==> src/rtl/mmio_uart_tx_pkg.sv <==
// Shared types and register-map constants for the memory-mapped UART transmitter.
package uart_pkg;

    // Transmit FSM states: one start bit, eight data bits, one stop bit.
    typedef enum logic [1:0] {
        IDLE  = 2'd0,
        START = 2'd1,
        DATA  = 2'd2,
        STOP  = 2'd3
    } tx_state_t;

    // Byte offsets from BASE_ADDR.
    localparam logic [31:0] TXDATA_OFF = 32'd0;
    localparam logic [31:0] STATUS_OFF = 32'd4;

    // Status word bit positions.
    localparam int ST_FULL    = 0;
    localparam int ST_EMPTY   = 1;
    localparam int ST_BUSY    = 2;
    localparam int ST_OVF     = 3;
    localparam int ST_CNT_LSB = 4;

endpackage

==> src/rtl/mmio_uart_tx_sync_fifo.sv <==
// Single-clock FIFO with first-word fall-through output. A push into a full
// FIFO is accepted when a pop happens in the same cycle.
module sync_fifo #(
    parameter int WIDTH = 8,
    parameter int DEPTH = 8,
    parameter int AW    = 3
) (
    input  logic             clk,
    input  logic             rst,
    input  logic             push,
    input  logic             pop,
    input  logic [WIDTH-1:0] din,
    output logic [WIDTH-1:0] dout,
    output logic             full,
    output logic             empty,
    output logic [AW:0]      count
);

    logic [WIDTH-1:0] mem [DEPTH];
    logic [AW-1:0]    wr_ptr_q, rd_ptr_q;
    logic [AW:0]      count_q, count_d;
    logic             push_ok, pop_ok;

    assign full    = (count_q == (AW+1)'(DEPTH));
    assign empty   = (count_q == '0);
    assign count   = count_q;
    assign pop_ok  = pop && !empty;
    assign push_ok = push && (!full || pop_ok);
    assign dout    = mem[rd_ptr_q];

    // Occupancy update; simultaneous push and pop leaves it unchanged.
    always_comb begin
        count_d = count_q;
        case ({push_ok, pop_ok})
            2'b10:   count_d = count_q + 1'b1;
            2'b01:   count_d = count_q - 1'b1;
            default: count_d = count_q;
        endcase
    end

    // Storage array, written only on an accepted push.
    always_ff @(posedge clk) begin
        if (push_ok) begin
            mem[wr_ptr_q] <= din;
        end
    end

    // Pointers wrap naturally at the power-of-two depth.
    always_ff @(posedge clk or negedge rst) begin
        if (!rst) begin
            wr_ptr_q <= '0;
            rd_ptr_q <= '0;
            count_q  <= '0;
        end else begin
            if (push_ok) wr_ptr_q <= wr_ptr_q + 1'b1;
            if (pop_ok)  rd_ptr_q <= rd_ptr_q + 1'b1;
            count_q <= count_d;
        end
    end

endmodule

==> src/rtl/mmio_uart_tx.sv <==
// Memory-mapped 8N1 UART transmitter: snoops core stores, queues bytes and
// serialises them on tx with a registered output.
module mmio_uart_tx
    import uart_pkg::*;
#(
    parameter logic [31:0] BASE_ADDR  = 32'h3020,
    parameter int          CLK_DIV    = 434,
    parameter int          FIFO_DEPTH = 8,
    parameter int          FIFO_AW    = 3
) (
    input  logic        clk,
    input  logic        rst,
    input  logic [31:0] m_addr,
    input  logic [31:0] m_data,
    input  logic        wea,
    output logic [31:0] rdata,
    output logic        tx,
    output logic        busy,
    output logic        full
);

    localparam logic [15:0] BAUD_RELOAD = 16'(CLK_DIV - 1);

    tx_state_t        state_q;
    logic [15:0]      baud_q;
    logic [2:0]       bit_idx_q;
    logic [7:0]       shift_q;
    logic             tx_q;
    logic             overflow_q;

    logic             wr_txdata, wr_ctrl;
    logic             fifo_pop, fifo_full, fifo_empty;
    logic [7:0]       fifo_dout;
    logic [FIFO_AW:0] fifo_count;
    logic [31:0]      status;
    logic             unused_data;

    assign wr_txdata   = wea && (m_addr == BASE_ADDR + TXDATA_OFF);
    assign wr_ctrl     = wea && (m_addr == BASE_ADDR + STATUS_OFF);
    assign unused_data = ^m_data[31:8];

    // A new byte is taken from the FIFO when idle, or at the end of a stop
    // bit so back-to-back frames have no gap.
    assign fifo_pop = !fifo_empty &&
                      ((state_q == IDLE) || (state_q == STOP && baud_q == '0));

    sync_fifo #(
        .WIDTH (8),
        .DEPTH (FIFO_DEPTH),
        .AW    (FIFO_AW)
    ) u_fifo (
        .clk   (clk),
        .rst   (rst),
        .push  (wr_txdata),
        .pop   (fifo_pop),
        .din   (m_data[7:0]),
        .dout  (fifo_dout),
        .full  (fifo_full),
        .empty (fifo_empty),
        .count (fifo_count)
    );

    // Frame sequencer: baud counter, bit index, shift register and tx line.
    always_ff @(posedge clk or negedge rst) begin
        if (!rst) begin
            state_q   <= IDLE;
            baud_q    <= '0;
            bit_idx_q <= '0;
            shift_q   <= '0;
            tx_q      <= 1'b1;
        end else begin
            case (state_q)
                IDLE: begin
                    tx_q <= 1'b1;
                    if (fifo_pop) begin
                        shift_q <= fifo_dout;
                        baud_q  <= BAUD_RELOAD;
                        state_q <= START;
                        tx_q    <= 1'b0;
                    end
                end
                START: begin
                    if (baud_q == '0) begin
                        baud_q    <= BAUD_RELOAD;
                        bit_idx_q <= '0;
                        state_q   <= DATA;
                        tx_q      <= shift_q[0];
                    end else begin
                        baud_q <= baud_q - 1'b1;
                    end
                end
                DATA: begin
                    if (baud_q == '0) begin
                        baud_q <= BAUD_RELOAD;
                        if (bit_idx_q == 3'd7) begin
                            state_q <= STOP;
                            tx_q    <= 1'b1;
                        end else begin
                            bit_idx_q <= bit_idx_q + 1'b1;
                            shift_q   <= shift_q >> 1;
                            tx_q      <= shift_q[1];
                        end
                    end else begin
                        baud_q <= baud_q - 1'b1;
                    end
                end
                STOP: begin
                    if (baud_q == '0) begin
                        if (fifo_pop) begin
                            shift_q <= fifo_dout;
                            baud_q  <= BAUD_RELOAD;
                            state_q <= START;
                            tx_q    <= 1'b0;
                        end else begin
                            state_q <= IDLE;
                            tx_q    <= 1'b1;
                        end
                    end else begin
                        baud_q <= baud_q - 1'b1;
                    end
                end
                default: begin
                    state_q <= IDLE;
                    tx_q    <= 1'b1;
                end
            endcase
        end
    end

    // Sticky overflow: set on a dropped byte, cleared by writing bit0 of CTRL.
    always_ff @(posedge clk or negedge rst) begin
        if (!rst) begin
            overflow_q <= 1'b0;
        end else if (wr_ctrl && m_data[0]) begin
            overflow_q <= 1'b0;
        end else if (wr_txdata && fifo_full && !fifo_pop) begin
            overflow_q <= 1'b1;
        end
    end

    // Status word assembly and read mux.
    always_comb begin
        status                               = '0;
        status[ST_FULL]                      = fifo_full;
        status[ST_EMPTY]                     = fifo_empty;
        status[ST_BUSY]                      = (state_q != IDLE);
        status[ST_OVF]                       = overflow_q;
        status[ST_CNT_LSB +: FIFO_AW + 1]    = fifo_count;
        rdata = (m_addr == BASE_ADDR + STATUS_OFF) ? status : 32'd0;
    end

    assign tx   = tx_q;
    assign busy = (state_q != IDLE);
    assign full = fifo_full;

endmodule

==> config.mk <==
export PLATFORM = sky130hd
export DESIGN_NAME = mmio_uart_tx
export DESIGN_NICKNAME = d
export VERILOG_FILES = /design/src/rtl/mmio_uart_tx_pkg.sv /design/src/rtl/mmio_uart_tx_sync_fifo.sv /design/src/rtl/mmio_uart_tx.sv
export SDC_FILE = /design/constraint.sdc
export NUM_CORES = 1
export LEC_CHECK = 0
export ABC_CLOCK_PERIOD_IN_PS = 4400
export CELL_PAD_IN_SITES_DETAIL_PLACEMENT = 1
export CELL_PAD_IN_SITES_GLOBAL_PLACEMENT = 1
export CORE_MARGIN = 2
export CORE_UTILIZATION = 43
export CTS_BUF_LIST = sky130_fd_sc_hd__clkbuf_4
export CTS_CLUSTER_SIZE = 8
export DETAILED_ROUTE_END_ITERATION = 6
export PLACE_DENSITY = 0.93
export SYNTH_ARGS = -nofsm -noshare
export SYNTH_HDL_FRONTEND = slang
export SYNTH_SLANG_ARGS = --single-unit
==> constraint.sdc <==
create_clock -name clk -period 4.4 [get_ports clk]
set_input_delay 0.44 -clock clk [delete_from_list [all_inputs] [get_ports clk]]
set_output_delay 0.44 -clock clk [all_outputs]
set_load 0.05 [all_outputs]
==> metrics.csv <==
stage,metric,value,unit
timing,period_needed,4040,ps
cts,cts_tree,done,
cts,clock-sinks,105,
finish,finalNetCount,560,
synthesis,syn_area,5360,µm²
worst_setup_path,cp-end-kind,flip-flop,
cts,post_cts_resized,0,
timing,slew_headroom,28.0,%
synthesis,syn_avg_cell_area,12.6,µm²
die,rows,40,
worst_setup_path,cp_data_arrival_time,4400,ps
worst_setup_path,r2r-end,u_fifo.count[3],
cts,post-cts-setup-buffers,0,
worst_setup_path,critical_path.max_fanout,17,
cts,clkTransAtPathRegs,190,ps
synthesis,synth_compound_area_share,10.6,%
power,power_density,272,nW/µm²
cts,clockBufferDepth,2,
timing,hold_viol,0,
synthesis,synth_edf_count,64,
power,irDropWorstVdd,0.263,mV
global_routing,grt_overflow_total,0,
worst_setup_path,critPathMaxStageDelay,570,ps
timing,slew_violations,0,
detailed_routing,drc,0,
synthesis,yosysUniqueCellTypes,67,
global_routing,grt_pass1_wl,20700,µm
detailed_routing,drtAntennaViolNets,0,
synthesis,yosys_warnings,0,
global_routing,gr-usage-all-layers,20.3,%
timing,finalCritPeriodShare,91.9,%
die,ios,102,
die,core,12100,µm²
cts,cts_buffers,9,
worst_setup_path,start_kind,flip-flop,
detailed_routing,routed_wirelength,12700,µm
status,status,finished clean,
synthesis,synth_top_family_by_area,simple AND/OR/NAND/NOR gates,
finish,drive_gt1_share,13.4,%
cts,hold_buffers,0,
worst_setup_path,cp.required,4760,ps
worst_setup_path,path_common_cell,ha_1,
synthesis,netlist_instances,424,
power,finalPower,0.00167,W
die,initial_core_util,44.3,%
detailed_routing,viasPerCell,5.79,
flow_run,cap_violations,0,
finish,area_growth,14.6,%
worst_setup_path,r2r_cells,12,
cts,cts-root-buf,clkbuf_4,
synthesis,synthSimpleGateAreaFrac,12.9,%
worst_setup_path,critical_path_class,flip-flop to flip-flop,
synthesis,async_reset_ff_share,39.0,%
finish,fill_cells,1277,
timing,setup-tns-final,0,ps
global_routing,grt_pass1_vias,4156,
timing,setup_viol,0,
synthesis,synthFlopType,edfxtp_1,
timing,rsz0062_at_grt,no,
worst_setup_path,cp-startpoint,state_q[0],
hold_path,holdCritPathClass,primary input to asynchronous set/reset pin,
cts,htreeDepth,3,
place,io_buffers,53,
synthesis,synth-adder-area-share,3.41,%
synthesis,synth_xor_area_share,1.31,%
die,fp.dieW,116,µm
detailed_routing,wl_per_cell,19.5,µm
die,fp.dieArea,13400,µm²
global_routing,grt_max_degree,42,
detailed_routing,vias,3781,
synthesis,ys_ff_latch,105,
timing,fmax,247,MHz
detailed_routing,dr.pass1.iters,4,
timing,fin_skew,15.0,ps
worst_setup_path,crit_chain,ha_1 -> or4b_1 -> o41a_1 -> nor2_8 -> nand2_1 -> inv_1 -> ha_1 -> a21o_1 -> a21oi_1 -> o31ai_1 -> o221ai_1 -> o211ai_1,
cts,clkLatencyLatePin,470,ps
place,post-dp-hpwl,9350,µm
power,p_leak,2.33,nW
detailed_routing,drt-initial-drc-count,188,
die,fp.dieH,116,µm
worst_setup_path,slowest_stage,o41a_1,
place,gp_congestion,0.875,
worst_setup_path,regToRegStartpoint,state_q[0],
worst_setup_path,ff2ff_setup_slack,360,ps
timing,tightest_slew,1080,ps
global_routing,antenna_found_initial,1,
worst_setup_path,crit_end,u_fifo.count[3],
synthesis,ys_seq_area_share,55.0,%
synthesis,synthMuxAreaShare,10.9,%
[cell usage in the layout (no fill, tap or decap), types with 4 or more instances in the layout]
cell type        instances
inv_1                   15
ha_1                    13
nand2b_1                 6
or3_1                    4
nand4_1                  5
clkdlybuf4s50_1         52
edfxtp_1                64
mux2_2                  11
a21oi_1                  8
nor3_1                  20
nor4_1                  12
mux2i_1                 10
nand2_1                 31
a22o_1                   8
mux4_2                  16
dfrtp_1                 40
nor2_1                  26
conb_1                  24
o22ai_1                  6
clkbuf_4                 9
nand3_1                  8
o21ai_0                 17
xnor2_1                  6
buf_4                    7
[worst max-delay path, delay by kind of cell, from the launching register on]
kind / cells / cell delay (ps)
AOI/OAI and AO/OA: 6 / 1600
and+or+nand+nor: 3 / 1040
adders and majority gates: 2 / 670
DFF: 1 / 500
buffers and inverters: 1 / 110
[how the worst min path moves through the flow]
stage / from / endpoint / slack, ps / cells past startpoint
floorplan: rst / baud_q[0] / 140 / 0
global placement: shift_q[7] / shift_q[7] / 490 / 1
detailed placement: tx / tx / 490 / 2
CTS: rst / u_fifo.wr_ptr_q[2] / 110 / 1
global route: rst / u_fifo.wr_ptr_q[1] / 140 / 1
finish: rst / overflow_q / 90 / 1
[sequential cells by signal (all words and copies together), names as in the netlist]
name             flops
overflow_q           1
u_fifo.wr_ptr_q      3
state_q              2
u_fifo.rd_ptr_q      3
u_fifo.mem          64
shift_q              8
u_fifo.count         4
bit_idx_q            3
tx                   1
baud_q              16
[where the power goes]
part           total, W  internal [W]      switching, W
clock network  0.000522      0.000145          0.000378
logic          0.000101     0.0000335         0.0000674
registers       0.00105       0.00105  0.00000000000114
total           0.00167       0.00123          0.000445
[synthesized netlist by cell type, drive strengths merged, types with 4 or more instances]
master	instances	area, µm²
a21o	5	40.0
a21oi	8	40.0
a22o	8	70.1
buf	32	225
clkbuf	7	26.3
dfrtp	40	1000
edfxtp	64	1920
ha	13	163
inv	15	56.3
mux2	11	124
mux2i	10	100
mux4	16	360
nand2	31	116
nand2b	6	37.5
nand3	8	40.0
nand4	5	31.3
nor2	27	118
nor3	21	110
nor4	13	96.3
o21ai	19	106
o22ai	6	37.5
or3	4	25.0
xnor2	6	52.6
[metal layers]
metal	track usage, %	wire length, µm
met5	0	0
met4	9.13	324
met3	4.13	681
met2	34.5	6530
met1	25.0	5190
[layout make-up]
class                           instances  area [µm²]  area share, %
Antenna cell                            1        2.50         0.0407
Clock buffer                            9        67.6           1.10
Clock inverter                          7        88.8           1.45
Inverter                               15        56.3          0.917
Multi-Input combinational cell        288        2190           35.6
Sequential cell                       105        2950           48.0
Tap cell                              168         210           3.42
Timing Repair Buffer                   60         578           9.41
[cell families (layout without fill, tap and decap cells)]
family | after synthesis | in the layout
adders and majority gates | 14 | 14
xor gates and xnor gates | 8 | 8
and+or+nand+nor | 129 | 129
DFF | 105 | 105
other | 1 | 25
buffers and inverters | 54 | 91
AOI/OAI and AO/OA | 76 | 76
muxes | 37 | 37
[through the flow]
stage	std cells	setup slack (ps)	utilization, %	hold slack, ps	area [µm²]
after floorplan	447	1080	-	144	5450
after global placement	636	710	49.4	489	5980
after detailed placement	636	582	49.4	494	5980
after CTS	652	462	50.7	106	6140
after global routing	653	207	50.7	140	6140
final	653	356	50.7	88.0	6140
No activity file was read; power rests on OpenSTA's default activity.
